$ cat src/rtl/imm_instr_encoder_pkg.sv
// Shared immediate-format definitions for the immediate encoder and the decode-stage generator.
package imm_instr_encoder_pkg;

    localparam int unsigned INSTR_W    = 32;
    localparam int unsigned IMM_TYPE_W = 3;

    // RV32I immediate formats; encodings 5-7 are illegal.
    typedef enum logic [IMM_TYPE_W-1:0] {
        IMM_I = 3'd0,
        IMM_S = 3'd1,
        IMM_B = 3'd2,
        IMM_U = 3'd3,
        IMM_J = 3'd4
    } imm_type_t;

    // One encode request as held in the first pipeline stage.
    typedef struct packed {
        logic [IMM_TYPE_W-1:0] imm_type;
        logic [INSTR_W-1:0]    imm_val;
        logic [INSTR_W-1:0]    base_instr;
    } enc_req_t;

    // True when val is the sign extension of val[msb:0] (all bits above msb equal bit msb).
    function automatic logic fits_signed(input logic [INSTR_W-1:0] val, input int unsigned msb);
        logic [INSTR_W-1:0] upper;
        upper = INSTR_W'($signed(val) >>> msb);
        return (upper == '0) || (upper == '1);
    endfunction

endpackage

$ cat src/rtl/imm_instr_encoder_imm_pack.sv
// Combinational immediate scatter: places an immediate into its RV32I field positions and flags
// values that the chosen format cannot represent.
module imm_pack
    import imm_instr_encoder_pkg::*;
(
    input  logic [IMM_TYPE_W-1:0] imm_type,
    input  logic [INSTR_W-1:0]    imm_val,
    input  logic [INSTR_W-1:0]    base_instr,
    output logic [INSTR_W-1:0]    word,
    output logic                  err
);

    // Field scatter and representability check per format; the word is always produced.
    always_comb begin
        word = base_instr;
        err  = 1'b1;
        case (imm_type)
            IMM_I: begin
                word = {imm_val[11:0], base_instr[19:0]};
                err  = !fits_signed(imm_val, 11);
            end
            IMM_S: begin
                word = {imm_val[11:5], base_instr[24:12], imm_val[4:0], base_instr[6:0]};
                err  = !fits_signed(imm_val, 11);
            end
            IMM_B: begin
                word = {imm_val[12], imm_val[10:5], base_instr[24:12],
                        imm_val[4:1], imm_val[11], base_instr[6:0]};
                err  = !fits_signed(imm_val, 12) || imm_val[0];
            end
            IMM_U: begin
                word = {imm_val[31:12], base_instr[11:0]};
                err  = |imm_val[11:0];
            end
            IMM_J: begin
                word = {imm_val[20], imm_val[10:1], imm_val[11], imm_val[19:12], base_instr[11:0]};
                err  = !fits_signed(imm_val, 20) || imm_val[0];
            end
            default: begin
                word = base_instr;
                err  = 1'b1;
            end
        endcase
    end

endmodule

$ cat src/rtl/imm_instr_encoder.sv
// Two-stage valid/ready immediate encoder: S1 holds the request, S2 holds the packed word and
// its error flag. Also keeps a saturating count of errored words handed downstream.
module imm_instr_encoder
    import imm_instr_encoder_pkg::*;
#(
    parameter int unsigned DATA_WIDTH = 32,
    parameter int unsigned ERR_CNT_W  = 16
) (
    input  logic                  clk,
    input  logic                  rst,
    input  logic                  in_valid,
    output logic                  in_ready,
    input  logic [IMM_TYPE_W-1:0] imm_type,
    input  logic [DATA_WIDTH-1:0] imm_val,
    input  logic [DATA_WIDTH-1:0] base_instr,
    output logic                  out_valid,
    input  logic                  out_ready,
    output logic [DATA_WIDTH-1:0] instr_out,
    output logic                  out_err,
    input  logic                  err_clr,
    output logic [ERR_CNT_W-1:0]  err_count
);

    enc_req_t              s1_req;
    logic                  s1_valid;
    logic [DATA_WIDTH-1:0] pack_word;
    logic                  pack_err;
    logic                  s1_load_c;
    logic                  s2_load_c;
    logic                  err_inc_c;

    // Ready chain: S2 takes S1 when it is empty or draining; S1 takes input when empty or moving on.
    assign s2_load_c = s1_valid && (!out_valid || out_ready);
    assign in_ready  = !s1_valid || s2_load_c;
    assign s1_load_c = in_valid && in_ready;
    assign err_inc_c = out_valid && out_ready && out_err;

    // Stage 1: capture the raw request.
    always_ff @(posedge clk) begin
        if (rst) begin
            s1_valid <= 1'b0;
            s1_req   <= '0;
        end else if (s1_load_c) begin
            s1_valid <= 1'b1;
            s1_req   <= '{imm_type: imm_type, imm_val: imm_val, base_instr: base_instr};
        end else if (s2_load_c) begin
            s1_valid <= 1'b0;
        end
    end

    imm_pack u_imm_pack (
        .imm_type   (s1_req.imm_type),
        .imm_val    (s1_req.imm_val),
        .base_instr (s1_req.base_instr),
        .word       (pack_word),
        .err        (pack_err)
    );

    // Stage 2: register the packed word; hold it while downstream stalls.
    always_ff @(posedge clk) begin
        if (rst) begin
            out_valid <= 1'b0;
            instr_out <= '0;
            out_err   <= 1'b0;
        end else if (s2_load_c) begin
            out_valid <= 1'b1;
            instr_out <= pack_word;
            out_err   <= pack_err;
        end else if (out_ready) begin
            out_valid <= 1'b0;
        end
    end

    // Saturating errored-handoff counter; clear takes priority over increment.
    always_ff @(posedge clk) begin
        if (rst || err_clr) begin
            err_count <= '0;
        end else if (err_inc_c && !(&err_count)) begin
            err_count <= err_count + ERR_CNT_W'(1);
        end
    end

endmodule

$ cat config.mk
export PLATFORM = sky130hd
export DESIGN_NAME = imm_instr_encoder
export DESIGN_NICKNAME = d
export VERILOG_FILES = /design/src/rtl/imm_instr_encoder_pkg.sv /design/src/rtl/imm_instr_encoder_imm_pack.sv /design/src/rtl/imm_instr_encoder.sv
export SDC_FILE = /design/constraint.sdc
export NUM_CORES = 1
export LEC_CHECK = 0
export ABC_AREA = 1
export BUFFER_PORTS_ARGS = -buffer_cell sky130_fd_sc_hd__buf_4
export CAP_MARGIN = 25
export CORE_MARGIN = 10
export CORE_UTILIZATION = 48
export CTS_CLUSTER_DIAMETER = 40
export CTS_CLUSTER_SIZE = 20
export DETAILED_ROUTE_END_ITERATION = 12
export HOLD_SLACK_MARGIN = 0.05
export PLACE_DENSITY = 0.77
export SETUP_SLACK_MARGIN = 0.2
export SLEW_MARGIN = 20
export SYNTH_ARGS = -nofsm -noshare
export SYNTH_HDL_FRONTEND = slang
export SYNTH_SLANG_ARGS = --single-unit
$ cat constraint.sdc
create_clock -name clk -period 1.6 [get_ports clk]
set_clock_uncertainty 0.1 [all_clocks]
set_input_delay 0.16 -clock clk [delete_from_list [all_inputs] [get_ports clk]]
set_output_delay 0.16 -clock clk [all_outputs]
set_load 0.02 [all_outputs]
== Word-level counts from Yosys, hierarchy flattened ==
Cells that the tools add are included.
Cells by class
  add/sub/neg operators: 1
  equality and inequality tests: 7
  mux-type cells: 6
  reductions and logical operators: 28
Operators with widths (count)
  $pmux 32 s5: 1
  $eq 32x32->1 const B: 3
  $logic_not 32->1: 3
  $add 16x1->16 const B: 1
  $reduce_and 16->1: 1
  $reduce_or 12->1: 1
  $logic_or 1x1->1: 8
  $eq 3x2->1 const B: 2
  $logic_not 1->1: 6
  $logic_and 1x1->1: 5
  $mux 1: 4
  $pmux 1 s4: 1
  $reduce_bool 2->1: 2
  $eq 3x1->1 const B: 1
  $eq 3x3->1 const B: 1
  $logic_not 3->1: 1
  $reduce_or 2->1: 1
Word-level totals
  register bits after elaboration: 118
  bits of input ports: 72
  output and inout port bits: 51
  logic and storage cells: 50

== Longest topological paths before layout ==
  depth after elaboration: 6
  gate-level depth with buffers: 10
  mapped depth without buffers: 10

== Hierarchy ==
Synthesis repeated with hierarchy kept, for this count alone.
Unflattened totals
  cell total of the unflattened synthesis: 800
  area total of the unflattened synthesis: 5336.4 µm²
Modules (own cells, without submodules)
  imm_instr_encoder: instances 1, cells an instance 598, area an instance 4439.3 µm², sequential area each 2362.3 µm²
  imm_pack: instances 1, cells an instance 202, area an instance 897.1 µm², sequential area each 0.0 µm²

== Least setup slack after synthesis ==
Ideal clock, no wire load.
  path kind: reg2reg
  start point: register err_count[0]
  end point: register err_count[6]
  setup time: 0.113 ns
  data arrival time: 1.500 ns
  data required time: 1.387 ns
  path slack: -0.113 ns
  stages on the path, launching flop included: 11
  buffers on the path: 0
  period minus slack after synthesis: 1.713 ns
  path through: dfxtp_1 -> ha_1 -> nand3_1 -> nor2_2 -> nand3_2 -> nand2_4 -> inv_2 -> nand2_1 -> nand2_1 -> nand2_1 -> nor2_1
Between the ends
  cells in the longest elaborated chain, start to end: 3
  elaborated cells on any way between the ends: 4
  those cells by class: add/sub (1); reduce/logical (3)
RTL lines
  from (decl): RTL line imm_instr_encoder.sv:21  | output logic [ERR_CNT_W-1:0] err_count
  from (signal assigned): RTL line imm_instr_encoder.sv:79  | err_count <= err_count + ERR_CNT_W'(1);
  parallel branches: the longest is 3 deep, another holds $add 16x1->16
Several ways; the timed one is not identified.
A chain may end at the register's enable or synchronous reset.

== Final worst setup path ==
  start point: register out_valid
  end point: output in_ready
Between the ends
  cells in the longest elaborated chain, start to end: 4
RTL lines
  from (decl): RTL line imm_instr_encoder.sv:16  | output logic out_valid,
  from (signal assigned): RTL line imm_instr_encoder.sv:62  | out_valid <= 1'b0;
  from (signal assigned): RTL line imm_instr_encoder.sv:66  | out_valid <= 1'b1;
  from (signal assigned): RTL line imm_instr_encoder.sv:70  | out_valid <= 1'b0;
  $logic_not 1->1: RTL line imm_instr_encoder.sv:33  | assign s2_load_c = s1_valid && (!out_valid || out_ready);
  $logic_or 1x1->1: RTL line imm_instr_encoder.sv:33
  $logic_and 1x1->1: RTL line imm_instr_encoder.sv:33
  $logic_or 1x1->1: RTL line imm_instr_encoder.sv:34  | assign in_ready = !s1_valid || s2_load_c;
  to (decl): RTL line imm_instr_encoder.sv:12  | output logic in_ready,
No other way between the ends.

==> results.tsv <==
metric	value	unit
critPathLaunch	out_valid	
timing.critical_path.slowest_cell_delay	0.36	ns
drt-total-wl	20.02	mm
core	10280	um^2
fin_ws	0.04985	ns
cts-root-buf	clkbuf_8	
wl_per_cell	18.13	um
p_switching	0.002349	W
first_pass_iters	7	
cts.path.max_buffers	2	
synth_cells	715	
synth_top_area_cell	dfxtp_1	
r2r_start	err_count[0]	
ys_types	39	
finalCriticalPeriod	1.550	ns
yosysTopAreaCellShare	46.69	%
ir_drop	746.3	uV
power_frac_comb	17.0	%
drtIter0Drc	530	
fill_cells	574	
diodes	0	
status	finished, final reports clean	
synth_nets	788	
hold_class	in -> reg	
syn_to_final_growth	69.39	%
powerDensity	977.5	nW/um^2
critPathTopFamily	flip-flops	
vias	6037	
p_leak	3.667	nW
ys_ff_latch	118	
slew_viol_final	0	
power_frac_clock	43.6	%
syn_area	5060	um^2
synth_area_leaders	dfxtp_1 47%, nor2_1 13%, o21ai_0 8.3%, nand2_1 8.0%, a21oi_1 5.8%	
yosys_warnings	0	
syn_avg_cell_area	7.077	um^2
numCtsBuffers	17	
p_int	0.006028	W
num-nets-final	1028	
post-route-drc-count	0	
critPathRequiredTime	1.34	ns
clkTransAtPathRegs	0.06	ns
grt_max_degree	94	
ios	123	
max_clock_freq	0.6451	GHz
num_rows	37	
pwr-share-seq	39.4	%
insertion_delay	0.53	ns
setup_viol	0	
grt_pass1_wl	28.76	mm
dp.cells	965	
preCtsSetupSlack	0.01052	ns
dieArea	15050	um^2
synth_async_sr_flop_share	0	%
critPathCaptureType	output pin	
synth-edff-count	0	
hold_violations	0	
min-delay-start	out_ready	
post-route-util	83.39	%
rsz0062_at_grt	true	
cp-start-kind	flop	
gp_congestion	0.9013	
p_sw_share	28.04	%
layout_common_cells	155 x nor2_1, 142 x buf_4, 98 x nand2_1	
layout_commonest_cell	nor2_1	
synth_ff_type	dfxtp_1	
antenna_found_initial	0	
io_buffers	122	
holdPathStages	5	
dieHeight	122.7	um
grt_pass1_vias	5737	
cp_num_buf_inv	2	
start_util	49.23	%
gr-total-overflow	0	
via_per_inst	5.468	
path_cells	buf_6 -> nand3_4 -> buf_6	
fin_crit_sh	96.88	%
ant_nets	0	
htree_levels	4	
die_x	122.7	um
cts_tree	yes	
cpMaxStageDelayCell	dfxtp_4	
stdcell_count	1104	
track_usage	23.79	%
hpwl	11.72	mm
path_max_fanout	3	
drv_cap	0	
timing.critical_path.mode_cell	buf_6	
criticalPathCategory	reg -> out	
slew-limit-headroom	74.27	%
drive_gt1_share	35.54	%
path_depth	3	
worstMarginPinSlew	0.3860	ns
arrival	1.29	ns
ys_seq_area_share	46.69	%
rr_worst_depth	8	
clkSinkCount	118	
## Yosys cell counts (3+ instances only)
| cell type | number |
|---|---|
| a21oi_1 | 59 |
| a31oi_1 | 4 |
| buf_2 | 7 |
| clkbuf_1 | 21 |
| dfxtp_1 | 118 |
| inv_1 | 32 |
| inv_2 | 13 |
| nand2_1 | 108 |
| nand2_2 | 5 |
| nand3_1 | 16 |
| nand4_1 | 4 |
| nor2_1 | 172 |
| nor3_1 | 8 |
| o211ai_1 | 7 |
| o21ai_0 | 84 |
| o21ai_1 | 25 |
| xnor2_1 | 3 |
| xor2_1 | 3 |
## final cells by class
type / count / area [um^2] / share of cell area [%]
timing repair buffer: 253 / 2419 / 28.22
tap: 136 / 170.2 / 1.985
clock inverter: 12 / 101.3 / 1.182
sequential: 118 / 2406 / 28.07
clock buffer: 20 / 466.7 / 5.445
multi-input combinational: 518 / 2780 / 32.44
inverter: 47 / 227.7 / 2.657
## registers in the layout, summed over array words and instances, names as in the netlist
register and cells:
s1_req 67, instr_out 32, out_valid 1, s1_valid 1, out_err 1, err_count 16
## layer usage
| metal | track usage, % | up-vias | wire length [um] |
|---|---|---|---|
| met5 | 0 | - | 0 |
| met4 | 8.100 | 0 | 620 |
| met2 | 39.93 | 349 | 9825 |
| met3 | 6.795 | 59 | 1847 |
| li1 | - | 2828 | - |
| met1 | 28.56 | 2801 | 7725 |
## through the flow
step	setup TNS, ns	power (W)	cell area, um^2	hold WS [ns]
after floorplan	0	0.003839	5112	0.2243
after global placement	0	0.004249	6289	0.3103
after detailed placement	0	0.004277	6289	0.3173
after CTS	0	0.008040	7845	0.05217
after global routing	-0.02945	0.008633	8571	0.1535
final	0	0.008378	8571	0.1379
## worst paths after layout
check / end / slack, ns
worst min-delay path: out_valid / 0.14
worst min register to register: instr_out[19] / 0.37
worst max-delay path: in_ready / 0.05
worst max register to register: err_count[11] / 0.10
## tightest hold or removal path, stage by stage
cell and delay (ns):
buf_4 0.08, inv_2 0.05, dlymetal6s4s_1 0.30, nand2_1 0.08, a21oi_1 0.05
## logic make-up (layout without fill, tap and decap cells)
| family | Yosys count | after routing | share of synthesized area [%] |
|---|---|---|---|
| AO/OA/AOI/OAI | 187 | 187 | 19.36 |
| XOR/XNOR | 6 | 6 | 1.039 |
| adder cells (fa/ha/maj) | 1 | 1 | 0.2472 |
| buffers and inverters | 79 | 332 | 6.281 |
| flip-flops | 118 | 118 | 46.69 |
| AND/OR/NAND/NOR | 324 | 324 | 26.38 |
## power by group through the flow
stage	sequential, W	combinational (W)	clock, W
floorplan	0.00336	0.000479	0
global placement	0.00332	0.000931	0
detailed placement	0.00332	0.000952	0
CTS	0.00327	0.00115	0.00361
global route	0.00332	0.00153	0.00378
finish	0.00330	0.00142	0.00365
## what timing repair did
action | CTS | global route
gates cloned | 1 | 6
buffers inserted | 12 | 17
endpoints found under the setup margin | 105 | 120
pin swaps | 15 | 28
gates resized for setup | 43 | 139
hold buffers | 70 | 1
endpoints found under the hold margin | 82 | 1
Power figures use the tool's default switching activity.
